<file path="config.mk">
export PLATFORM = sky130hd
export DESIGN_NAME = mem_access_arbiter
export DESIGN_NICKNAME = d
export VERILOG_FILES = /design/src/rtl/mem_access_arbiter.sv
export SDC_FILE = /design/constraint.sdc
export NUM_CORES = 1
export LEC_CHECK = 0
export CORE_MARGIN = 5
export CORE_UTILIZATION = 38
export CTS_CLUSTER_SIZE = 30
export DETAILED_ROUTE_END_ITERATION = 16
export GPL_ROUTABILITY_DRIVEN = 0
export PLACE_DENSITY = 0.77
export SETUP_SLACK_MARGIN = 0.1
export SLEW_MARGIN = 5
export SYNTH_ARGS = -nofsm -noshare
export SYNTH_HDL_FRONTEND = slang
export SYNTH_SLANG_ARGS = --single-unit
</file>
<file path="constraint.sdc">
create_clock -name clk_i -period 3.8 [get_ports clk_i]
set_input_delay 0.95 -clock clk_i [delete_from_list [all_inputs] [get_ports clk_i]]
set_output_delay 0.95 -clock clk_i [all_outputs]
set_load 0.05 [all_outputs]
</file>
<file path="src/rtl/mem_access_arbiter.sv">
// -----------------------------------------------------------------------------
// mem_access_arbiter
//   Round-robin arbiter/sequencer between two requesters (A = instruction
//   fetch, B = load/store unit) in front of the 2x256-word load/store memory.
//   A granted command is held unchanged on the memory bus for ACC_CYCLES
//   cycles. This covers the memory's read pipeline. The requester then gets
//   a one-cycle done strobe and, for loads, the returned data.
//
// Ports
//   clk_i, rst_i                   clock, async active-high reset
//   {a,b}_req_i                    request, held until grant seen
//   {a,b}_op_i      [2:0]          000 LB, 001 LH, 010 LW, 100 SB, 101 SH, 111 SW
//   {a,b}_addr_i    [10:0]         byte address, bit 10 = bank select
//   {a,b}_wdata_i   [31:0]         store data
//   {a,b}_gnt_o                    one-cycle pulse: command accepted
//   {a,b}_done_o                   one-cycle pulse: access complete
//   {a,b}_rdata_o   [31:0]         last load result, held
//   m_op_code_o     [2:0]          memory op code (NOP = 011 when idle)
//   m_rwaddr_o      [10:0]         memory address
//   m_wdata_o       [31:0]         memory write data
//   m_stall_o                      memory stall, 1 = no write
//   m_rdata_i       [31:0]         memory read data (already sign-extended)
// -----------------------------------------------------------------------------
module mem_access_arbiter #(
  parameter int ACC_CYCLES = 4
) (
  input  logic        clk_i,
  input  logic        rst_i,
  input  logic        a_req_i,
  input  logic [2:0]  a_op_i,
  input  logic [10:0] a_addr_i,
  input  logic [31:0] a_wdata_i,
  output logic        a_gnt_o,
  output logic        a_done_o,
  output logic [31:0] a_rdata_o,
  input  logic        b_req_i,
  input  logic [2:0]  b_op_i,
  input  logic [10:0] b_addr_i,
  input  logic [31:0] b_wdata_i,
  output logic        b_gnt_o,
  output logic        b_done_o,
  output logic [31:0] b_rdata_o,
  output logic [2:0]  m_op_code_o,
  output logic [10:0] m_rwaddr_o,
  output logic [31:0] m_wdata_o,
  output logic        m_stall_o,
  input  logic [31:0] m_rdata_i
);

  // ILLG is the grant cycle of an illegal op: no bus activity, done follows.
  localparam logic [1:0] S_IDLE = 2'd0;
  localparam logic [1:0] S_BUSY = 2'd1;
  localparam logic [1:0] S_DONE = 2'd2;
  localparam logic [1:0] S_ILLG = 2'd3;

  localparam logic [2:0] OP_NOP   = 3'b011;
  localparam logic [3:0] CNT_LOAD = 4'(ACC_CYCLES - 1);

  logic [1:0]  state_q, state_d;
  logic [3:0]  cnt_q, cnt_d;
  logic        win_b_q, win_b_d;      // current winner: 0 = A, 1 = B
  logic        last_b_q, last_b_d;    // last grant went to B (reset: favour A)
  logic [2:0]  op_q, op_d;
  logic [10:0] addr_q, addr_d;
  logic [31:0] wdata_q, wdata_d;
  logic [31:0] a_rdata_q, a_rdata_d;
  logic [31:0] b_rdata_q, b_rdata_d;

  logic        pick_b;
  logic [2:0]  sel_op;
  logic        sel_illegal;
  logic        gnt_cyc;

  // On a tie the port that was not granted last wins.
  assign pick_b      = b_req_i & (~a_req_i | ~last_b_q);
  assign sel_op      = pick_b ? b_op_i : a_op_i;
  assign sel_illegal = (sel_op == 3'b011) || (sel_op == 3'b110);

  always_comb begin
    state_d   = state_q;
    cnt_d     = cnt_q;
    win_b_d   = win_b_q;
    last_b_d  = last_b_q;
    op_d      = op_q;
    addr_d    = addr_q;
    wdata_d   = wdata_q;
    a_rdata_d = a_rdata_q;
    b_rdata_d = b_rdata_q;
    case (state_q)
      S_IDLE: begin
        if (a_req_i || b_req_i) begin
          win_b_d  = pick_b;
          last_b_d = pick_b;
          cnt_d    = CNT_LOAD;
          if (sel_illegal) begin
            state_d = S_ILLG;
          end else begin
            state_d = S_BUSY;
            op_d    = sel_op;
            addr_d  = pick_b ? b_addr_i  : a_addr_i;
            wdata_d = pick_b ? b_wdata_i : a_wdata_i;
          end
        end
      end
      S_BUSY: begin
        if (cnt_q == 4'd0) begin
          state_d = S_DONE;
          // op bit 2 clear = load; data is valid at the final bus cycle
          if (!op_q[2]) begin
            if (win_b_q) b_rdata_d = m_rdata_i;
            else         a_rdata_d = m_rdata_i;
          end
        end else begin
          cnt_d = cnt_q - 4'd1;
        end
      end
      S_ILLG:  state_d = S_DONE;
      default: state_d = S_IDLE;   // S_DONE
    endcase
  end

  always_ff @(posedge clk_i or posedge rst_i) begin
    if (rst_i) begin
      state_q   <= S_IDLE;
      cnt_q     <= 4'd0;
      win_b_q   <= 1'b0;
      last_b_q  <= 1'b1;
      op_q      <= OP_NOP;
      addr_q    <= 11'd0;
      wdata_q   <= 32'd0;
      a_rdata_q <= 32'd0;
      b_rdata_q <= 32'd0;
    end else begin
      state_q   <= state_d;
      cnt_q     <= cnt_d;
      win_b_q   <= win_b_d;
      last_b_q  <= last_b_d;
      op_q      <= op_d;
      addr_q    <= addr_d;
      wdata_q   <= wdata_d;
      a_rdata_q <= a_rdata_d;
      b_rdata_q <= b_rdata_d;
    end
  end

  // The counter is still at its load value only in the first BUSY cycle.
  assign gnt_cyc = ((state_q == S_BUSY) && (cnt_q == CNT_LOAD)) || (state_q == S_ILLG);

  assign a_gnt_o   = gnt_cyc & ~win_b_q;
  assign b_gnt_o   = gnt_cyc &  win_b_q;
  assign a_done_o  = (state_q == S_DONE) & ~win_b_q;
  assign b_done_o  = (state_q == S_DONE) &  win_b_q;
  assign a_rdata_o = a_rdata_q;
  assign b_rdata_o = b_rdata_q;

  assign m_stall_o   = (state_q != S_BUSY);
  assign m_op_code_o = (state_q == S_BUSY) ? op_q : OP_NOP;
  assign m_rwaddr_o  = addr_q;
  assign m_wdata_o   = wdata_q;

endmodule

</file>
==> results.sh, run 1 <==
export IMPL_status="complete, no violations"
export IMPL_hold_viol_final=0
export IMPL_cts_max_level=4
export IMPL_cp_num_cells=3
export IMPL_slew_headroom_pct=28.4
export IMPL_yosysWarnings=0
export IMPL_endpoint_kind="output pin"
export IMPL_reg2reg_slack_ns=0.95
export IMPL_synth_top_area_share_pct=54.0
export IMPL_cts_buffers_inserted=17
export IMPL_layout_drive_gt1_share_pct=22.2
export IMPL_setup_violations=0
export IMPL_root_buffer="clkbuf_16"
export IMPL_vias=4233
export IMPL_drcViolationCount=0
export IMPL_cp_arrival_ns=2.39
export IMPL_whs_path_depth=1
export IMPL_cts_reportedPaths_clkPinSlew_ns=0.06
export IMPL_ys_ff_latch=118
export IMPL_yosysTopAreaCell="dfrtp_1"
export IMPL_synth_ff_type="dfrtp_1"
export IMPL_routed_via_density=4.79
export IMPL_dieArea_mm2=0.0165
export IMPL_worstRegToRegCells=5
export IMPL_grt_setup_unrepaired="no"
export IMPL_coreArea_mm2=0.0138
export IMPL_fmax_mhz=299
export IMPL_worstSetupStartpointType="flip-flop"
export IMPL_setup_tns_final_ns=0
export IMPL_ios=243
export IMPL_diodes=0
export IMPL_cts_num_sinks=118
export IMPL_postCtsHoldBufs=0
export IMPL_drt_iter0_markers=138
export IMPL_die_h_um=128
export IMPL_p_leak_nw=3.89
export IMPL_grt_max_degree=119
export IMPL_clock_latency_ns=0.40
export IMPL_ys_types=35
export IMPL_cts_setup_buffers=0
export IMPL_worstPathCellList="nor2b_1 > and2_1 > clkdlybuf4s50_1"
export IMPL_area_growth_syn_to_layout_pct=60.0
export IMPL_synth_area_leaders="dfrtp_1, mux2_2, nand2_1, mux2_4, dfstp_2"
export IMPL_async_flop_share_pct=100
export IMPL_critPathKind="flip-flop to output pin"
export IMPL_slew_viol_final=0
export IMPL_period_share_pct=87.9
export IMPL_synth_cells=448
export IMPL_hp_class="flip-flop to flip-flop"
export IMPL_grt_use_total_pct=17.9
export IMPL_cts_buffer_depth=2
export IMPL_dr_pass1_iters=4
export IMPL_antenna_found_initial=0
export IMPL_n_fill_cell=1071
export IMPL_place_inst=852
export IMPL_netlist_area_mm2=0.00533
export IMPL_grt_pass1_wl_um=23500
export IMPL_syn_nets=578
export IMPL_required_ns=2.85
export IMPL_finish_net_count=821
export IMPL_finalCriticalPeriod_ns=3.34
export IMPL_ys_seq_area_share_pct=55.4
export IMPL_die_w_um=128
export IMPL_wl_per_cell_um=16.6
export IMPL_dpl_hpwl_um=11000
export IMPL_crit_family="buffers and inverters"
export IMPL_instances_no_fill=884
export IMPL_grt_pass1_vias=4583
export IMPL_start_util_pct=38.6
export IMPL_cts_tree="yes"
export IMPL_fp_row_count=43
export IMPL_cp_slowest_cell="clkdlybuf4s50_1"
export IMPL_avgSynthCellArea_um2=11.9
export IMPL_ctsResizeCount=0
export IMPL_vdd_drop_max_mv=0.585
export IMPL_cpPeakStageDelay_ns=0.83
export IMPL_grt_overflow=0
export IMPL_port_buffers=242
export IMPL_cp_buffers_inverters=1
export IMPL_wirelength_um=14700
export IMPL_finalPower_w=0.00866
export IMPL_ant_nets=0
export IMPL_max_cap_violations=0
export IMPL_skew_ns=0.00779
export IMPL_synth_edff_count=0
export IMPL_tightest_slew_ns=1.07
export IMPL_powerDensity_mw_per_mm2=1010
export IMPL_crit_path_max_fanout=9
## flip-flops by register name, summed over array words and instances, names as in the netlist
name / count
a_rdata_o: 32
b_rdata_o: 32
cnt_q: 4
last_b_q: 1
m_rwaddr_o: 11
m_wdata_o: 32
op_q: 3
state_q: 2
win_b_q: 1
## worst reg2reg max path, stage by stage, from the launching register on
cell and delay [ns]:
dfrtp_1 0.39, inv_1 0.09, ha_1 0.17, or3b_1 0.48, or4_2 1.11, mux2_4 0.49
## per-stage QoR
step           utilization, %  worst slack (ns)  area (um2)  hold slack [ns]
6_report                 61.7             0.459        8530            0.492
5_1_grt                  61.7             0.279        8530            0.516
4_1_cts                  61.7             0.443        8530            0.495
3_5_place_dp             57.4             0.717        7940            0.483
3_3_place_gp             57.4             0.845        7940            0.471
2_1_floorplan               -              1.22        5340            0.494
## power breakdown
part / leakage, nW / switching [W] / internal, W / total (W)
clock: 0.284 / 0.000609 / 0.000981 / 0.00159
sequential: 1.44 / 0.000374 / 0.00189 / 0.00226
combinational: 2.17 / 0.00298 / 0.00183 / 0.00481
## final cells by class
cell class	count	area, um2	area share [%]
Timing Repair Buffer	248	2480	29.1
Clock buffer	17	425	4.98
Inverter	6	26.3	0.308
Clock inverter	15	171	2.01
Multi-Input combinational cell	300	2250	26.4
Tap cell	180	225	2.64
Sequential cell	118	2960	34.6
## per-layer routing
metal	track usage (%)	wire (um)	vias to the layer above
met3	6.81	1400	17
met1	21.1	5850	2033
met4	5.43	206	0
li1	-	-	1999
met2	30.6	7200	184
met5	0	0	-
## layout by cell type, fill, tap and decap left out, types with 3 or more instances in the layout
cell type	n
inv_1	4
mux2_2	78
nand2_1	134
buf_4	5
nor3b_1	3
nor2_1	6
dfrtp_1	115
xor2_1	4
dfstp_2	3
clkbuf_16	17
a22o_1	3
clkdlybuf4s50_1	242
nand2b_1	4
inv_6	3
clkinvlp_4	4
nand3_1	6
o21ai_0	7
a211oi_1	5
clkinv_4	4
mux2_4	30
## synthesized netlist by cell type (2+ instances only)
library cell  count
nand2_1         134
dfrtp_1         115
mux2_2           78
mux2_4           30
clkbuf_1         10
buf_2             8
nand3_1           7
o21ai_0           7
nor2_1            6
a211oi_1          5
inv_1             5
nand2b_1          4
xor2_1            4
a22o_1            3
buf_6             3
dfstp_2           3
nor3b_1           3
a21oi_1           2
a31oi_1           2
buf_4             2
ha_1              2
nor3_1            2
## worst paths after layout
kind	end	startpoint
worst max-delay path	m_op_code_o[2]	state_q[0]
worst min register to register	a_rdata_o[23]	a_rdata_o[23]
max in group asynchronous	m_wdata_o[2]	rst_i
min in group asynchronous	b_rdata_o[11]	rst_i
worst max register to register	b_rdata_o[14]	cnt_q[0]
worst min-delay path	a_rdata_o[23]	a_rdata_o[23]
## cell families after synthesis
logic type | synth area share (%)
simple gates | 12.4
flops | 55.4
fa+ha+maj | 0.469
compound gates | 2.89
mux | 25.3
xor+xnor | 0.657
buf+inv | 2.86
No activity file was read; power rests on OpenSTA's default activity.
==> run 2: changes to the inputs <==
--- a/config.mk
+++ b/config.mk
@@ -5,6 +5,7 @@
 export SDC_FILE = /design/constraint.sdc
 export NUM_CORES = 1
 export LEC_CHECK = 0
+export ABC_AREA = 0
 export CORE_MARGIN = 5
 export CORE_UTILIZATION = 38
 export CTS_CLUSTER_SIZE = 30
==> results of run 2 <==
No change in the layout: final DEF, timing and power equal those of run 1.
==> run 3: changes to the inputs <==
--- a/config.mk
+++ b/config.mk
@@ -6,7 +6,7 @@
 export NUM_CORES = 1
 export LEC_CHECK = 0
 export ABC_AREA = 0
-export CORE_MARGIN = 5
+export CORE_MARGIN = 2
 export CORE_UTILIZATION = 38
 export CTS_CLUSTER_SIZE = 30
 export DETAILED_ROUTE_END_ITERATION = 16
==> results.sh, run 3 (synthesis gave the netlist of run 1 again) <==
export IMPL_grt_max_degree=88
export IMPL_slew_headroom_pct=28.2
export IMPL_worstSetupStartpointType="flip-flop"
export IMPL_drcViolationCount=0
export IMPL_hp_class="flip-flop to flip-flop"
export IMPL_coreArea_mm2=0.0138
export IMPL_dieArea_mm2=0.0150
export IMPL_start_util_pct=38.7
export IMPL_worstRegToRegCells=4
export IMPL_tightest_slew_ns=1.08
export IMPL_diodes=0
export IMPL_final_cell_mix="clkdlybuf4s50_1, nand2_1, dfrtp_1"
export IMPL_fmax_mhz=297
export IMPL_grt_use_total_pct=19.2
export IMPL_dpl_hpwl_um=10600
export IMPL_worst_slack_ns=0.430
export IMPL_cts_num_sinks=118
export IMPL_n_fill_cell=1110
export IMPL_reg2reg_slack_ns=0.91
export IMPL_status="complete, no violations"
export IMPL_endpoint_kind="output pin"
export IMPL_setup_violations=0
export IMPL_place_inst=852
export IMPL_max_cap_violations=0
export IMPL_die_h_um=122
export IMPL_p_leak_nw=3.90
export IMPL_layout_drive_gt1_share_pct=22.2
export IMPL_worstPathCellList="nor2b_1 > and2_1 > clkdlybuf4s50_1"
export IMPL_skew_ns=0.00475
export IMPL_cts_buffer_depth=2
export IMPL_timing_rr_start="state_q[0]"
export IMPL_die_w_um=122
export IMPL_stdcell_area_mm2=0.00853
export IMPL_ant_nets=0
export IMPL_period_share_pct=88.7
export IMPL_cts_setup_buffers=0
export IMPL_postCtsHoldBufs=0
export IMPL_grt_pass1_wl_um=22100
export IMPL_instances_no_fill=884
export IMPL_setup_tns_final_ns=0
export IMPL_required_ns=2.85
export IMPL_ios=243
export IMPL_cts_tree="yes"
export IMPL_final_common_cell="clkdlybuf4s50_1"
export IMPL_drt_iter0_markers=182
export IMPL_cts_max_level=4
export IMPL_hold_viol_final=0
export IMPL_crit_family="buffers and inverters"
export IMPL_holdWs_ns=0.484
export IMPL_powerDensity_mw_per_mm2=1010
export IMPL_vias=4260
export IMPL_dr_pass1_iters=4
export IMPL_whs_path_depth=1
export IMPL_cp_arrival_ns=2.42
export IMPL_finalCriticalPeriod_ns=3.37
export IMPL_wirelength_um=14200
export IMPL_fp_row_count=43
export IMPL_cts_buffers_inserted=17
export IMPL_cpPeakStageDelay_ns=0.82
export IMPL_grt_setup_unrepaired="no"
export IMPL_cp_slowest_cell="clkdlybuf4s50_1"
export IMPL_cts_reportedPaths_clkPinSlew_ns=0.05
export IMPL_slew_viol_final=0
export IMPL_placed_area_mm2=0.00794
export IMPL_crit_start="state_q[0]"
export IMPL_critPathKind="flip-flop to output pin"
export IMPL_crit_end="m_op_code_o[2]"
export IMPL_routed_via_density=4.82
export IMPL_area_growth_syn_to_layout_pct=59.9
export IMPL_rr_endpoint="b_rdata_o[3]"
export IMPL_wl_per_cell_um=16.0
export IMPL_crit_path_max_fanout=9
export IMPL_dp_slack_ns=0.819
export IMPL_ctsResizeCount=0
export IMPL_vdd_drop_max_mv=0.452
export IMPL_root_buffer="clkbuf_16"
export IMPL_port_buffers=242
export IMPL_clock_latency_ns=0.40
export IMPL_antenna_found_initial=0
export IMPL_finish_net_count=821
export IMPL_cp_num_cells=3
export IMPL_grt_pass1_vias=4369
export IMPL_cp_buffers_inverters=1
export IMPL_grt_overflow=0
==> run 3: changes by cell type in the layout (fill, tap and decap cells not counted) <==
cell        previous run  this run
clkinv_2               1         4
clkbuf_8               0         1
inv_8                  2         1
clkinvlp_4             4         2
inv_6                  3         2
==> run 3: how the worst min path moves through the flow <==
stage                             start       endpoint  slack [ns]
after floorplan                 op_q[1]        op_q[1]        0.49
after global placement    a_rdata_o[23]  a_rdata_o[23]        0.47
after detailed placement  a_rdata_o[23]  a_rdata_o[23]        0.47
after CTS                 a_rdata_o[23]  a_rdata_o[23]        0.49
after global routing      a_rdata_o[23]  a_rdata_o[23]        0.50
final                     a_rdata_o[23]  a_rdata_o[23]        0.48
==> run 3: layer usage <==
| metal | share of wire (%) | vias up | track usage (%) |
|---|---|---|---|
| li1 | - | 2002 | - |
| met4 | 1.3 | 0 | 6.75 |
| met3 | 9.7 | 15 | 7.11 |
| met2 | 50 | 186 | 32.8 |
| met1 | 39 | 2057 | 22.1 |
| met5 | 0 | - | 0 |
==> run 3: area by class of cell <==
class	count	area, um2	share of cell area (%)
Clock buffer	18	439	5.15
Clock inverter	14	151	1.78
Inverter	6	26.3	0.308
Multi-Input combinational cell	300	2250	26.4
Sequential cell	118	2960	34.7
Tap cell	180	225	2.64
Timing Repair Buffer	248	2480	29.1
==> run 3: where the power goes <==
group	switching [W]	total, W	internal (W)
combinational	0.00296	0.00479	0.00183
clock	0.000586	0.00157	0.000988
sequential	0.000372	0.00226	0.00189
total	0.00392	0.00863	0.00471
==> run 3: stage by stage <==
step                utilization [%]  total power [W]
floorplan                         -          0.00541
global placement               57.6          0.00699
detailed placement             57.6          0.00709
CTS                            61.9          0.00871
global route                   61.9          0.00903
finish                         61.9          0.00863
